===== config.mk =====
export PLATFORM = sky130hd
export DESIGN_NAME = hs_tx_arbiter
export DESIGN_NICKNAME = d
export VERILOG_FILES = /design/src/rtl/hs_pkg.sv /design/src/rtl/hs_rr_pick.sv /design/src/rtl/hs_tx_arbiter.sv
export SDC_FILE = /design/constraint.sdc
export NUM_CORES = 1
export LEC_CHECK = 0
export ABC_AREA = 1
export ABC_CLOCK_PERIOD_IN_PS = 2600
export BUFFER_PORTS_ARGS = -buffer_cell sky130_fd_sc_hd__buf_4
export CORE_ASPECT_RATIO = 0.7
export CORE_UTILIZATION = 44
export DETAILED_ROUTE_END_ITERATION = 16
export GPL_TIMING_DRIVEN = 0
export HOLD_SLACK_MARGIN = 0.12
export PLACE_DENSITY_LB_ADDON = 0.2
export SLEW_MARGIN = 20
export SYNTH_ARGS = -nofsm -noshare
export SYNTH_HDL_FRONTEND = slang
export SYNTH_HIERARCHICAL = 1
export SYNTH_SLANG_ARGS = --single-unit

===== constraint.sdc =====
create_clock -name iTxClk -period 2.6 [get_ports iTxClk]
set_input_delay 0.26 -clock iTxClk [delete_from_list [all_inputs] [get_ports iTxClk]]
set_output_delay 0.26 -clock iTxClk [all_outputs]
set_load 0.01 [all_outputs]

===== src/rtl/hs_pkg.sv =====
// Shared definitions for the handshake transmit arbiter: FSM encoding and
// the default word width of the full-handshake transmitter.
package hs_pkg;

  localparam int HS_DATA_WIDTH = 32;

  typedef enum logic [1:0] {
    IDLE        = 2'd0,
    WAIT_ACCEPT = 2'd1,
    WAIT_DONE   = 2'd2
  } hsState_e;

endpackage


===== src/rtl/hs_rr_pick.sv =====
// Combinational round-robin picker: the first set request bit scanning upward
// from iPtr+1, wrapping modulo NUM_REQ.
module hs_rr_pick #(
  parameter  int NUM_REQ   = 4,
  localparam int GID_WIDTH = $clog2(NUM_REQ)
) (
  input  logic [NUM_REQ-1:0]   iReq,
  input  logic [GID_WIDTH-1:0] iPtr,
  output logic                 oAny,
  output logic [GID_WIDTH-1:0] oWinner
);

  int idx;

  // Scan from farthest to nearest so the candidate closest to iPtr+1 is the
  // one that gets assigned last.
  always_comb begin
    oAny    = |iReq;
    oWinner = '0;
    idx     = 0;
    for (int i = NUM_REQ; i >= 1; i--) begin
      idx = (int'(iPtr) + i) % NUM_REQ;
      if (iReq[idx[GID_WIDTH-1:0]]) begin
        oWinner = idx[GID_WIDTH-1:0];
      end
    end
  end

endmodule


===== src/rtl/hs_tx_arbiter.sv =====
// Round-robin scheduler sharing one full-handshake transmitter between
// NUM_REQ requesters; all outputs come straight from registers.
module hs_tx_arbiter
  import hs_pkg::*;
#(
  parameter  int NUM_REQ    = 4,
  parameter  int DATA_WIDTH = HS_DATA_WIDTH,
  parameter  int CNT_WIDTH  = 16,
  localparam int GID_WIDTH  = $clog2(NUM_REQ)
) (
  input  logic                          iTxClk,
  input  logic                          iRstnTx,
  input  logic                          iEnable,
  input  logic [NUM_REQ-1:0]            iReqValid,
  input  logic [NUM_REQ*DATA_WIDTH-1:0] iReqData,
  output logic [NUM_REQ-1:0]            oReqAck,
  output logic [NUM_REQ-1:0]            oReqDone,
  input  logic                          iTxRdy,
  output logic                          oDataValid,
  output logic [DATA_WIDTH-1:0]         oData,
  output logic [GID_WIDTH-1:0]          oGrantId,
  output logic                          oBusy,
  output logic [CNT_WIDTH-1:0]          oXferCnt,
  output logic [1:0]                    oFsmState
);

  hsState_e             state;
  logic [GID_WIDTH-1:0] rrPtr;
  logic                 anyReq;
  logic [GID_WIDTH-1:0] winner;
  logic [DATA_WIDTH-1:0] reqWord [NUM_REQ];

  always_comb begin
    for (int i = 0; i < NUM_REQ; i++) begin
      reqWord[i] = iReqData[i*DATA_WIDTH +: DATA_WIDTH];
    end
  end

  hs_rr_pick #(
    .NUM_REQ (NUM_REQ)
  ) u_pick (
    .iReq    (iReqValid),
    .iPtr    (rrPtr),
    .oAny    (anyReq),
    .oWinner (winner)
  );

  // Four-phase handshake: oDataValid is raised with oData and held until
  // iTxRdy rises (word accepted); the transfer is complete when iTxRdy falls
  // again (receiver acknowledged). Valid stays low while waiting for that fall.
  always_ff @(posedge iTxClk) begin
    if (!iRstnTx) begin
      state      <= IDLE;
      rrPtr      <= GID_WIDTH'(NUM_REQ - 1);
      oDataValid <= 1'b0;
      oData      <= '0;
      oReqAck    <= '0;
      oReqDone   <= '0;
      oGrantId   <= '0;
      oBusy      <= 1'b0;
      oXferCnt   <= '0;
    end else begin
      oReqAck  <= '0;
      oReqDone <= '0;
      case (state)
        IDLE: begin
          if (iEnable && anyReq) begin
            oData           <= reqWord[winner];
            oGrantId        <= winner;
            oReqAck[winner] <= 1'b1;
            oDataValid      <= 1'b1;
            oBusy           <= 1'b1;
            state           <= WAIT_ACCEPT;
          end
        end
        WAIT_ACCEPT: begin
          if (iTxRdy) begin
            oDataValid <= 1'b0;
            state      <= WAIT_DONE;
          end
        end
        WAIT_DONE: begin
          if (!iTxRdy) begin
            oReqDone[oGrantId] <= 1'b1;
            oXferCnt           <= oXferCnt + 1'b1;
            rrPtr              <= oGrantId;
            oBusy              <= 1'b0;
            state              <= IDLE;
          end
        end
        default: begin
          oDataValid <= 1'b0;
          oBusy      <= 1'b0;
          state      <= IDLE;
        end
      endcase
    end
  end

  assign oFsmState = state;

endmodule


# [Yosys cells after proc, flatten, opt, wreduce, memory -nomap -nowiden]
# Index checks and enable logic that the tools add are counted.
[totals] reg_bits=64 latchBits=0 ramBits=0 mem_bits_ro=0 elab_cells=73 mem_count=0
[classes] n_addsub=5 multipliers=0 div=0 magnitude_cmp=9 n_eq_ne=5 shift=0 mux=28 n_bitwise=5 reduce_logical=12
[ops] op="binary-select mux 32 bit (select 2 bit)" count=1
[ops] op="two-way mux 32 bit" count=2
[ops] op="less-than comparator 2 x 3 -> 1 bit (second input constant)" count=6
[ops] op="adder 16 x 1 -> 16 bit (second input constant)" count=1
[ops] op="two-way mux 2 bit" count=7
[ops] op="AND reduction 3 bit" count=4
[ops] op="two-way mux 1 bit" count=9
[ops] op="binary-select mux 1 bit (select 2 bit)" count=4
[ops] op="!= test 2 bit (second input constant)" count=3
[ops] op="one-hot mux 1 bit (3 select lines)" count=2
[ops] op="one-hot mux 2 bit (3 select lines)" count=1
[ops] op="adder 2 x 1 -> 2 bit (second input constant)" count=2
[ops] op="adder 2 bit (second input constant)" count=2
[ops] op="demux 1 bit (select 2 bit)" count=2
[ops] op="greater-or-equal comparator 2 x 1 -> 1 bit (second input constant)" count=2
[ops] op="inverter 1 bit" count=4
[ops] op="AND reduction 2 bit" count=2
[ops] op="OR reduction 4 bit" count=1
[ops] op="greater-or-equal comparator 3 bit (second input constant)" count=1
[ops] op="logical AND 1 bit" count=3
[ops] op="inverter 2 -> 3 bit" count=1
[ops] op="OR reduction 3 bit" count=1
[ops] op="equality test 2 x 1 -> 1 bit (second input constant)" count=1
[ops] op="equality test 2 bit (second input constant)" count=1
[ops] op="logical NOT 2 bit" count=1

# [Longest topological paths before layout]
# Gate-level depths: netlist of run 1.
[logic_depth] ltp_word=11 mapped_depth=18

# [Modules after synthesis]
# Netlist of run 1, hierarchy kept.
[modules_own_cells] mod="hs_tx_arbiter" n_inst=1 cells_per_inst=420 area_per_inst_um2=3030.4 seq_area_each_um2=1281.2
[modules_own_cells] mod="hs_rr_pick" n_inst=1 cells_per_inst=51 area_per_inst_um2=266.5 seq_area_each_um2=0.0

# [Least setup slack after synthesis of run 1]
# No wires, ideal clock.
[synth_path] kind="flip-flop to flip-flop" start="reg rrPtr[0]" end="reg oData[17]" setup_time_ps=64 arrival_ps=1787 required_ps=2536 setup_slack_ps=749 stages_incl_launch_ff=17 path_buffers=2 path_cell_list="dfxtp_1 > buf_6 > inv_4 > nand2_4 > nand2_4 > inv_4 > nand2_2 > nand3b_1 > nand3_1 > nand2_1 > nand2_1 > nor2_1 > clkbuf_1 > nand2_1 > nand4_1 > nor2_1 > nor2_1"
[synth_via] elab_chain_cells=11
[synth_lines] element="from (decl)" line="hs_tx_arbiter.sv:28" text="logic [GID_WIDTH-1:0] rrPtr;"
[synth_lines] element="from (signal assigned)" line="hs_tx_arbiter.sv:54" text="rrPtr <= GID_WIDTH'(NUM_REQ - 1);"
[synth_lines] element="from (signal assigned)" line="hs_tx_arbiter.sv:86" text="rrPtr <= oGrantId;"
[synth_lines] element="adder 2 x 1 -> 2 bit" line="hs_rr_pick.sv:22" text="idx = (int'(iPtr) + i) % NUM_REQ;"
[synth_lines] element="binary-select mux 1 bit (select 2 bit)" line="hs_rr_pick.sv:23" text="if (iReq[idx[GID_WIDTH-1:0]]) begin"
[synth_lines] element="two-way mux 1 bit (implied by the code)" line="hs_rr_pick.sv:23"
[synth_lines] element="two-way mux 2 bit (3 in a row)" line="hs_rr_pick.sv:23"
[synth_lines] element="two-way mux 2 bit (*)" line="hs_rr_pick.sv:23"
[synth_lines] element="net winner[0]" line="hs_tx_arbiter.sv:30" text="logic [GID_WIDTH-1:0] winner;"
[synth_lines] element="inverter 2 -> 3 bit (implied by the code) (*)" line="hs_tx_arbiter.sv:68" text="oData <= reqWord[winner];"
[synth_lines] element="binary-select mux 32 bit (select 2 bit) (*)" line="hs_tx_arbiter.sv:68"
[synth_lines] element="two-way mux 32 bit (implied by the code) (*) (2 in a row)" line="hs_tx_arbiter.sv:68"
[synth_lines] element="to (signal assigned)" line="hs_tx_arbiter.sv:68"
[synth_lines] element="to (decl)" line="hs_tx_arbiter.sv:20" text="output logic [DATA_WIDTH-1:0] oData,"
# The timed path passes the listed nets; every way through them passes the cells marked *. The select of a mux whose other input is x is not followed.
# A chain may end at the register's enable or synchronous reset.

# [Final worst setup path of run 1]
[layout_path] start="reg rrPtr[0]" end="reg oData[25]"
# The elaborated chain is that of the path after synthesis.

==> results.sh, run 1 <==
export IMPL_synth_edf_count=0
export IMPL_final_setup_skew_ps=5.21
export IMPL_hp_start="iReqData[64]"
export IMPL_synth_top_area_cell="dfxtp_1"
export IMPL_timing_fmax_ghz=0.455
export IMPL_r2r_slack_ps=400
export IMPL_path_max_fanout=10
export IMPL_fin_util_pct=72.7
export IMPL_post_route_drc_count=0
export IMPL_drtPass1Iterations=5
export IMPL_synth_xor_area_share_pct=0
export IMPL_rr_startpoint="rrPtr[0]"
export IMPL_crit_type="reg2reg"
export IMPL_power_density_nw_per_um2=531
export IMPL_p_leak_nw=2.45
export IMPL_clock_latency_ps=350
export IMPL_synth_nets=608
export IMPL_setup_violations=0
export IMPL_synth_mux_area_share_pct=0
export IMPL_ys_seq_elements=64
export IMPL_hold_viol=0
export IMPL_dr_wl_met2_mm=5.15
export IMPL_outcome="completed"
export IMPL_synth_cell_area_um2=3300
export IMPL_ios=198
export IMPL_clock_sinks=64
export IMPL_period_minus_slack_ps=2200
export IMPL_avgSynthCellArea_um2=7.00
export IMPL_min_period_over_period_pct=84.5
export IMPL_cts_buffers_inserted=9
export IMPL_final_max_slew_viol_count=0
export IMPL_die_y_um=74.4
export IMPL_first_iter_violations=216
export IMPL_drive_above_1_share_pct=37.0
export IMPL_met1_length_mm=4.60
export IMPL_portBuffers=196
export IMPL_overflow=0
export IMPL_routabilityCongestion=0.849
export IMPL_finalPower_mw=2.70
export IMPL_max_cap_violations=0
export IMPL_grt_antenna_before_repair=0
export IMPL_synth_compound_area_share_pct=21.9
export IMPL_dieArea_um2=7850
export IMPL_grt_pass1_wl_mm=17.6
export IMPL_syn_inst=471
export IMPL_top_layer="met4"
export IMPL_reg2regPathDepth=16
export IMPL_grt_use_total_pct=28.6
export IMPL_synth_top_flop_cell="dfxtp_1"
export IMPL_tns_ps=0
export IMPL_wl_met3_um=951
export IMPL_yosys_cell_count_top_type="nand2_1"
export IMPL_synth_simple_gate_area_share_pct=30.1
export IMPL_core_um2=7010
export IMPL_ys_top_cells_by_area="dfxtp_1 39%, nand2_1 13%, a22oi_1 8.4%, o21ai_0 6.1%, nor2_1 6.0%"
export IMPL_whs_endpoint="oData[0]"
export IMPL_hpwl_mm=8.72
export IMPL_relSlewSlack_pct=67.7
export IMPL_arrival_ps=2480
export IMPL_grt_max_degree=13
export IMPL_ys_seq_area_share_pct=38.9
export IMPL_num_antenna_cells=0
export IMPL_cp_required_ps=2890
export IMPL_via_per_inst=5.28
export IMPL_synth_adder_area_share_pct=0.380
export IMPL_num_vias=4108
export IMPL_syn2layout_area_growth_pct=54.5
export IMPL_holdWs_ps=193
export IMPL_synth_cell_types=34
export IMPL_cp_end_kind="flip-flop"
export IMPL_worstSetupStartpointType="flip-flop"
export IMPL_dieWidth_um=105
export IMPL_netlist_top_cells_count="114 x nand2_1, 64 x dfxtp_1, 53 x nor2_1"
export IMPL_clockRootBuffer="clkbuf_8"
export IMPL_num_rows=25
export IMPL_r2r_end="oData[25]"
export IMPL_async_reset_ff_share_pct=0
export IMPL_finalNetCount=816
export IMPL_worst_pin_slew_ps=482
export IMPL_routedWlPerCell_um=14.3
export IMPL_num_fill_cells=573
export IMPL_cts_buffer_depth=2
export IMPL_worstHoldPathCells=3
export IMPL_ant_nets=0
export IMPL_start_util_pct=47.1
export IMPL_dp_slack_ps=287
export IMPL_yosys_area_top_type_share_pct=38.9
export IMPL_holdCritPathClass="in2reg"
export IMPL_irDropWorstVdd_uv=322
export IMPL_rsz0062_at_grt="false"
export IMPL_clk_pin_slew_worst_paths_ps=70
export IMPL_wirelength_mm=11.1
export IMPL_synth_top_family_by_area="simple AND/OR/NAND/NOR gates"
export IMPL_yosysWarnings=6
export IMPL_cts_tree="yes"
export IMPL_cts_setup_buffers=0
export IMPL_grt_pass1_vias=3903
export IMPL_h_tree_depth=3
export IMPL_worst_slack_ps=402
[cells in the final DEF (no fill, tap or decap), types with 2 or more instances in the layout]
| master | n |
|---|---|
| clkinv_2 | 2 |
| buf_6 | 2 |
| inv_1 | 38 |
| inv_4 | 2 |
| a22oi_1 | 37 |
| clkbuf_1 | 4 |
| nand4_1 | 21 |
| nand2_4 | 2 |
| buf_4 | 196 |
| clkinvlp_4 | 2 |
| clkinv_4 | 2 |
| nand2_2 | 6 |
| nand3_1 | 14 |
| dfxtp_1 | 64 |
| nor2_1 | 53 |
| a31oi_1 | 18 |
| buf_2 | 16 |
| a21oi_1 | 10 |
| nor2_2 | 2 |
| nor3_1 | 6 |
| clkbuf_8 | 9 |
| clkbuf_2 | 2 |
| o21ai_2 | 3 |
| o21ai_0 | 40 |
| nor2_4 | 2 |
| o21ai_1 | 3 |
| nand2_1 | 114 |
[through the flow]
step	instance area [um^2]	instances
after global routing	5090	778
after floorplan	3300	471
after CTS	5090	778
after global placement	4890	761
after detailed placement	4890	761
final	5090	778
[worst max-delay path, cell delays in order (launching register included)]
cell and delay, ps:
dfxtp_1 350, buf_6 160, inv_4 60, nand2_4 60, nand2_4 70, nand2_1 110
nand2_2 70, nor2_1 110, nand2_1 80, nand2_1 170, inv_1 110, nor2_2 190
buf_2 270, nand2_1 80, nand4_1 100, nor2_1 50, nor2_1 100
[flip-flops by register name, indices dropped and copies added (netlist names)]
register / cells
oData: 32
oXferCnt: 16
oReqAck: 4
oReqDone: 4
oFsmState: 2
oGrantId: 2
rrPtr: 2
oBusy: 1
oDataValid: 1
[layer usage]
metal / vias up / track usage [%]
met5: - / 0
li1: 2020 / -
met1: 1834 / 32.6
met3: 38 / 8.06
met4: 0 / 13.3
met2: 216 / 50.9
[final cells by class]
cell class              instances  area, um^2  share of cell area (%)
plain buffers                  25         131                    2.58
clock buffers                   9         124                    2.43
clock inverters                 7        72.6                    1.42
inverters                      41         159                    3.12
multi-input cells             341        1730                    33.9
flip-flops and latches         64        1280                    25.2
well taps                      94         118                    2.31
repair buffers                197        1480                    29.1
[worst max path at each step]
stage	start	endpoint	slack (ps)	cells past startpoint
2_1_floorplan	rrPtr[0]	oData[17]	750	16
5_1_grt	rrPtr[0]	oData[17]	140	16
3_5_place_dp	rrPtr[0]	oData[19]	290	16
6_report	rrPtr[0]	oData[25]	400	16
3_3_place_gp	rrPtr[0]	oData[7]	340	16
4_1_cts	rrPtr[0]	oData[19]	270	16
[where the power goes]
group / switching, mW / internal [mW] / leakage, nW / total, mW
Sequential: 0.0455 / 1.06 / 0.524 / 1.10
Combinational: 0.388 / 0.367 / 1.84 / 0.755
Clock: 0.408 / 0.441 / 0.0952 / 0.849
[logic make-up (layout without fill, tap and decap cells)]
kind of cell / Yosys count / count (layout)
simple gates: 224 / 224
flops: 64 / 64
buf+inv: 66 / 279
compound gates: 116 / 116
fa+ha+maj: 1 / 1
[timing repair]
item                       4_1_cts  5_1_grt
gates resized for setup          0        2
setup endpoints to repair        0        1
hold endpoints to repair         1        0
hold buffers                     1        0
Power figures use the tool's default switching activity.
==> inputs of run 2 (changes only) <==
ABC_CLOCK_PERIOD_IN_PS = 2100   (was 2600)
clock period = 2.1 ns   (was 2.6 ns; I/O delays follow)
==> run 2 against run 1 <==
Effect of this change:
- final cell count rose by 1.3%
- non-clock buffer count rose by 10
- clock power is 24% higher
- register-to-register slack worse by 370 ps
==> results.sh, run 2 (synthesis results as in run 1) <==
export IMPL_grt_use_total_pct=28.8
export IMPL_crit_path_cell_trace="buf_8 > inv_8 > nand2_4 > nand2_4 > inv_4 > nand2_2 > nand3_1 > nand3_1 > nand2_2 > nand2_4 > inv_2 > nor2_4 > buf_6 > nand2_1 > nand4_1 > nor2_1 > nor2_1"
export IMPL_rsz0062_at_grt="true"
export IMPL_overflow=0
export IMPL_largest_register="oData"
export IMPL_clockRootBuffer="clkbuf_8"
export IMPL_num_fill_cells=519
export IMPL_crit_type="reg2reg"
export IMPL_r2r_end="oData[28]"
export IMPL_drive_above_1_share_pct=40.8
export IMPL_ios=198
export IMPL_period_minus_slack_ps=2070
export IMPL_arrival_ps=2350
export IMPL_clock_latency_ps=350
export IMPL_holdWs_ps=148
export IMPL_final_setup_skew_ps=5.89
export IMPL_r2r_slack_ps=30
export IMPL_post_route_drc_count=0
export IMPL_hp_start="iReqData[64]"
export IMPL_final_common_cell="buf_4"
export IMPL_cts_buffer_depth=2
export IMPL_holdCritPathClass="in2reg"
export IMPL_final_cell_mix="206 x buf_4, 105 x nand2_1, 62 x dfxtp_1"
export IMPL_final_max_slew_viol_count=0
export IMPL_cpMaxStageDelayCell="dfxtp_4"
export IMPL_portBuffers=196
export IMPL_p_leak_nw=2.53
export IMPL_max_cap_violations=0
export IMPL_worst_pin_slew_ps=476
export IMPL_cts_buffers_inserted=9
export IMPL_h_tree_depth=3
export IMPL_cp_buffers_inverters=5
export IMPL_worstHoldPathCells=3
export IMPL_grt_max_degree=13
export IMPL_largestRegisters="oData: 32 flops, oXferCnt: 16 flops"
export IMPL_reg2regPathDepth=17
export IMPL_irDropWorstVdd_uv=391
export IMPL_num_rows=25
export IMPL_die_y_um=74.4
export IMPL_start_util_pct=47.1
export IMPL_relSlewSlack_pct=68.1
export IMPL_postPlaceCellArea_um2=4890
export IMPL_clk_pin_slew_worst_paths_ps=70
export IMPL_cts_tree="yes"
export IMPL_num_antenna_cells=0
export IMPL_worstSetupStartpointType="flip-flop"
export IMPL_hpwl_mm=8.72
export IMPL_grt_antenna_before_repair=0
export IMPL_finalNetCount=826
export IMPL_grt_pass1_vias=3933
export IMPL_ant_nets=0
export IMPL_hold_viol=0
export IMPL_min_period_over_period_pct=98.6
export IMPL_clock_sinks=64
export IMPL_cp_required_ps=2380
export IMPL_path_common_cell="nand2_4"
export IMPL_largest_reg_flops=32
export IMPL_num_vias=4229
export IMPL_routabilityCongestion=0.849
export IMPL_syn2layout_area_growth_pct=62.1
export IMPL_timing_fmax_ghz=0.483
export IMPL_drtPass1Iterations=5
export IMPL_core_um2=7010
export IMPL_via_per_inst=5.37
export IMPL_rr_startpoint="rrPtr[0]"
export IMPL_max_stage_delay_ps=370
export IMPL_outcome="completed"
export IMPL_routedWlPerCell_um=15.0
export IMPL_path_max_fanout=10
export IMPL_dieWidth_um=105
export IMPL_first_iter_violations=256
export IMPL_wirelength_mm=11.8
export IMPL_cp_end_kind="flip-flop"
export IMPL_grt_pass1_wl_mm=17.7
export IMPL_power_density_nw_per_um2=650
export IMPL_path_delay_family="simple AND/OR/NAND/NOR gates"
export IMPL_fin_area_um2=5350
export IMPL_dieArea_um2=7850
export IMPL_whs_endpoint="oData[0]"
export IMPL_setup_violations=0
run 2: final cells by class:
| class | count | area [um^2] | area share [%] |
|---|---|---|---|
| Clock inverter | 7 | 72.6 | 1.36 |
| Inverter | 41 | 164 | 3.07 |
| Multi-Input combinational cell | 341 | 1820 | 34.0 |
| Buffer | 25 | 195 | 3.65 |
| Clock buffer | 9 | 124 | 2.32 |
| Timing Repair Buffer | 207 | 1570 | 29.3 |
| Tap cell | 94 | 118 | 2.20 |
| Sequential cell | 64 | 1290 | 24.1 |
run 2: per-stage QoR:
step	utilization, %	instances	setup slack (ps)	setup TNS, ps	power, mW
global placement	69.7	761	-158	-1250	2.29
CTS	73.3	778	31.1	0	3.37
floorplan	-	471	249	0	1.84
finish	76.3	788	28.4	0	3.48
global route	76.3	788	-94.4	-1000	3.64
detailed placement	69.7	761	-213	-1870	2.31
run 2: worst max-delay path by stage:
stage / cells after the start / slack (ps) / end / from
after floorplan: 16 / 250 / oData[17] / rrPtr[0]
after global placement: 16 / -160 / oData[7] / rrPtr[0]
after detailed placement: 16 / -210 / oData[19] / rrPtr[0]
after CTS: 15 / 30 / oData[26] / rrPtr[0]
after global routing: 15 / -90 / oData[11] / rrPtr[0]
final: 17 / 30 / oData[28] / rrPtr[0]
run 2: metal layers:
layer	global-route usage [%]	vias up	wire, um	part of all wire [%]
met5	0	-	0	0
met4	13.6	0	407	3.5
met3	8.15	42	941	8.0
met2	51.2	216	5580	47
met1	32.6	1930	4850	41
li1	-	2041	-	-
run 2: where the power goes:
part,switching (mW),leakage (nW),total [mW],internal (mW)
logic,0.531,1.91,1.06,0.530
registers,0.0578,0.524,1.36,1.31
clock network,0.504,0.0952,1.05,0.547
run 2: repair_timing:
action	4_1_cts	5_1_grt
pin swaps	0	13
setup buffers	0	7
hold buffers	1	0
hold endpoints to repair	1	0
gates resized for setup	13	51
endpoints found under the setup margin	30	30
gates cloned	0	3
run 2: tightest hold or removal path, delay by kind of cell:
kind            cells  cell delay (ps)
compound gates      2              170
buf+inv             1               80
==> inputs of run 3 (changes only) <==
CELL_PAD_IN_SITES_DETAIL_PLACEMENT = 0   (was not set)
CELL_PAD_IN_SITES_GLOBAL_PLACEMENT = 2   (was not set)
CORE_MARGIN = 4   (was not set)
CORE_UTILIZATION = 21   (was 44)
==> run 3 against run 2 <==
Effect of this change:
- the flow now finishes with violations (negative setup slack)
- flip-flop and latch count unchanged
- sequential share of layout area down 0.99 points
- hold slack better by 14 ps
- die area up 130%
- via count down 4.8%
- cell area up 4.1%
- clock power up 29%
- clock skew up 0.92 ps
- count of clock-buffer cells in the layout up 3
- critical path depth down 1
- core utilization down 40 points
- critical path type unchanged
- largest cell class is now buffers
- largest power group unchanged
==> results.sh, run 3 (synthesis results as in run 1) <==
export IMPL_fin_area_um2=5560
export IMPL_routedWlPerCell_um=15.7
export IMPL_portBuffers=196
export IMPL_grt_pass1_wl_mm=21.2
export IMPL_outcome="finished with violations"
export IMPL_via_per_inst=4.51
export IMPL_largest_reg_flops=32
export IMPL_cts_buffers_inserted=9
export IMPL_ios=198
export IMPL_multi_input_area_um2=1790
export IMPL_largestRegisters="oData: 32 flops, oXferCnt: 16 flops"
export IMPL_hold_viol=0
export IMPL_seq_area_um2=1280
export IMPL_worst_pin_slew_ps=578
export IMPL_worstHoldPathCells=3
export IMPL_timing_fmax_ghz=0.470
export IMPL_num_antenna_cells=0
export IMPL_dieWidth_um=158
export IMPL_hpwl_mm=10.9
export IMPL_overflow=0
export IMPL_violations="negative setup slack"
export IMPL_final_common_cell="buf_4"
export IMPL_seq_power_share_pct=35.8
export IMPL_largest_register="oData"
export IMPL_period_minus_slack_ps=2130
export IMPL_irDropWorstVdd_uv=301
export IMPL_drive_above_1_share_pct=40.0
export IMPL_cp_end_kind="flip-flop"
export IMPL_num_rows=38
export IMPL_path_max_fanout=5
export IMPL_tns_ps=-29.9
export IMPL_num_vias=4026
export IMPL_routabilityCongestion=0.805
export IMPL_final_setup_skew_ps=6.82
export IMPL_cp_required_ps=2310
export IMPL_cts_tree="yes"
export IMPL_first_iter_violations=153
export IMPL_postPlaceCellArea_um2=5020
export IMPL_p_sw_mw=1.12
export IMPL_dieArea_um2=17800
export IMPL_core_um2=15500
export IMPL_netSwitchingFraction_pct=29.2
export IMPL_clock_power_share_pct=35.5
export IMPL_clockRootBuffer="clkbuf_16"
export IMPL_num_fill_cells=1660
export IMPL_grt_max_degree=11
export IMPL_max_cap_violations=0
export IMPL_drtPass1Iterations=4
export IMPL_post_route_drc_count=0
export IMPL_clk_pin_slew_worst_paths_ps=50
export IMPL_rsz0062_at_grt="true"
export IMPL_grt_use_total_pct=15.1
export IMPL_worst_slack_ps=-29.4
export IMPL_arrival_ps=2340
export IMPL_syn2layout_area_growth_pct=68.7
export IMPL_dp_slack_ps=-304
export IMPL_reg2regPathDepth=16
export IMPL_final_cell_mix="204 x buf_4, 105 x nand2_1, 62 x dfxtp_1"
export IMPL_die_y_um=113
export IMPL_final_max_slew_viol_count=0
export IMPL_clock_latency_ps=330
export IMPL_clock_sinks=64
export IMPL_power_density_nw_per_um2=686
export IMPL_holdCritPathClass="in2reg"
export IMPL_grt_pass1_vias=3975
export IMPL_finalNetCount=827
export IMPL_ant_nets=0
export IMPL_crit_type="reg2reg"
export IMPL_p_leak_nw=2.58
export IMPL_worstSetupStartpointType="flip-flop"
export IMPL_min_period_over_period_pct=101
export IMPL_setup_violations=2
export IMPL_grt_antenna_before_repair=0
export IMPL_start_util_pct=21.3
export IMPL_h_tree_depth=3
export IMPL_cts_buffer_depth=2
export IMPL_p_int_mw=2.70
export IMPL_relSlewSlack_pct=61.3
export IMPL_p_comb_share_pct=28.6
export IMPL_wirelength_mm=14.0
run 3: per-stage QoR:
step                      hold slack [ps]  instances  util (%)  power [mW]
after CTS                             148        881      34.6        3.78
after global routing                  167        892      36.0        4.05
after global placement                427        867      32.5        2.35
final                                 162        892      36.0        3.81
after detailed placement              437        867      32.5        2.35
after floorplan                       311        471         -        1.84
run 3: worst paths after layout:
| path | from | to | slack (ps) |
|---|---|---|---|
| worst max-delay path | rrPtr[0] | oData[11] | -30 |
| worst min-delay path | iReqData[64] | oData[0] | 160 |
| worst max register to register | rrPtr[0] | oData[11] | -30 |
| worst min register to register | oXferCnt[4] | oXferCnt[4] | 480 |
run 3: layout make-up:
type / count / share of cell area, %
plain buffers: 25 / 3.44
clock buffers: 12 / 4.61
multi-input cells: 341 / 32.1
well taps: 200 / 4.50
clock inverters: 1 / 0.0900
repair buffers: 208 / 29.2
inverters: 41 / 2.95
flip-flops and latches: 64 / 23.1
run 3: power by group through the flow:
stage                     Combinational (mW)  Clock (mW)  Sequential [mW]
final                                   1.09        1.35             1.37
after global routing                    1.20        1.47             1.38
after CTS                              0.996        1.41             1.37
after detailed placement               0.963           0             1.39
after global placement                 0.961           0             1.39
after floorplan                        0.420           0             1.42
run 3: critical path, cell delays in order, from the launching register on:
cell and delay [ps]:
dfxtp_2 330, buf_6 140, inv_8 60, nand2_4 40, nand2_4 100, nor2_2 50, o21ai_1 130, nand2_1 110
a21oi_4 250, buf_6 140, nor2_4 30, buf_12 130, buf_8 130, nand2_2 40, nand4_1 130, nor2_2 140
nor2_1 50
run 3: timing repair:
action | in CTS | in global routing
gates cloned | 0 | 4
hold buffers | 1 | 0
setup buffers | 0 | 7
setup endpoints to repair | 30 | 30
resized for setup | 19 | 30
pin swaps | 0 | 11
hold endpoints to repair | 1 | 0
run 3: routing by layer:
layer	track usage (%)	vias to the layer above	routed length [um]
met3	5.70	9	1060
li1	-	2041	-
met4	2.98	0	138
met5	0	-	0
met1	20.2	1862	6450
met2	23.5	114	6320
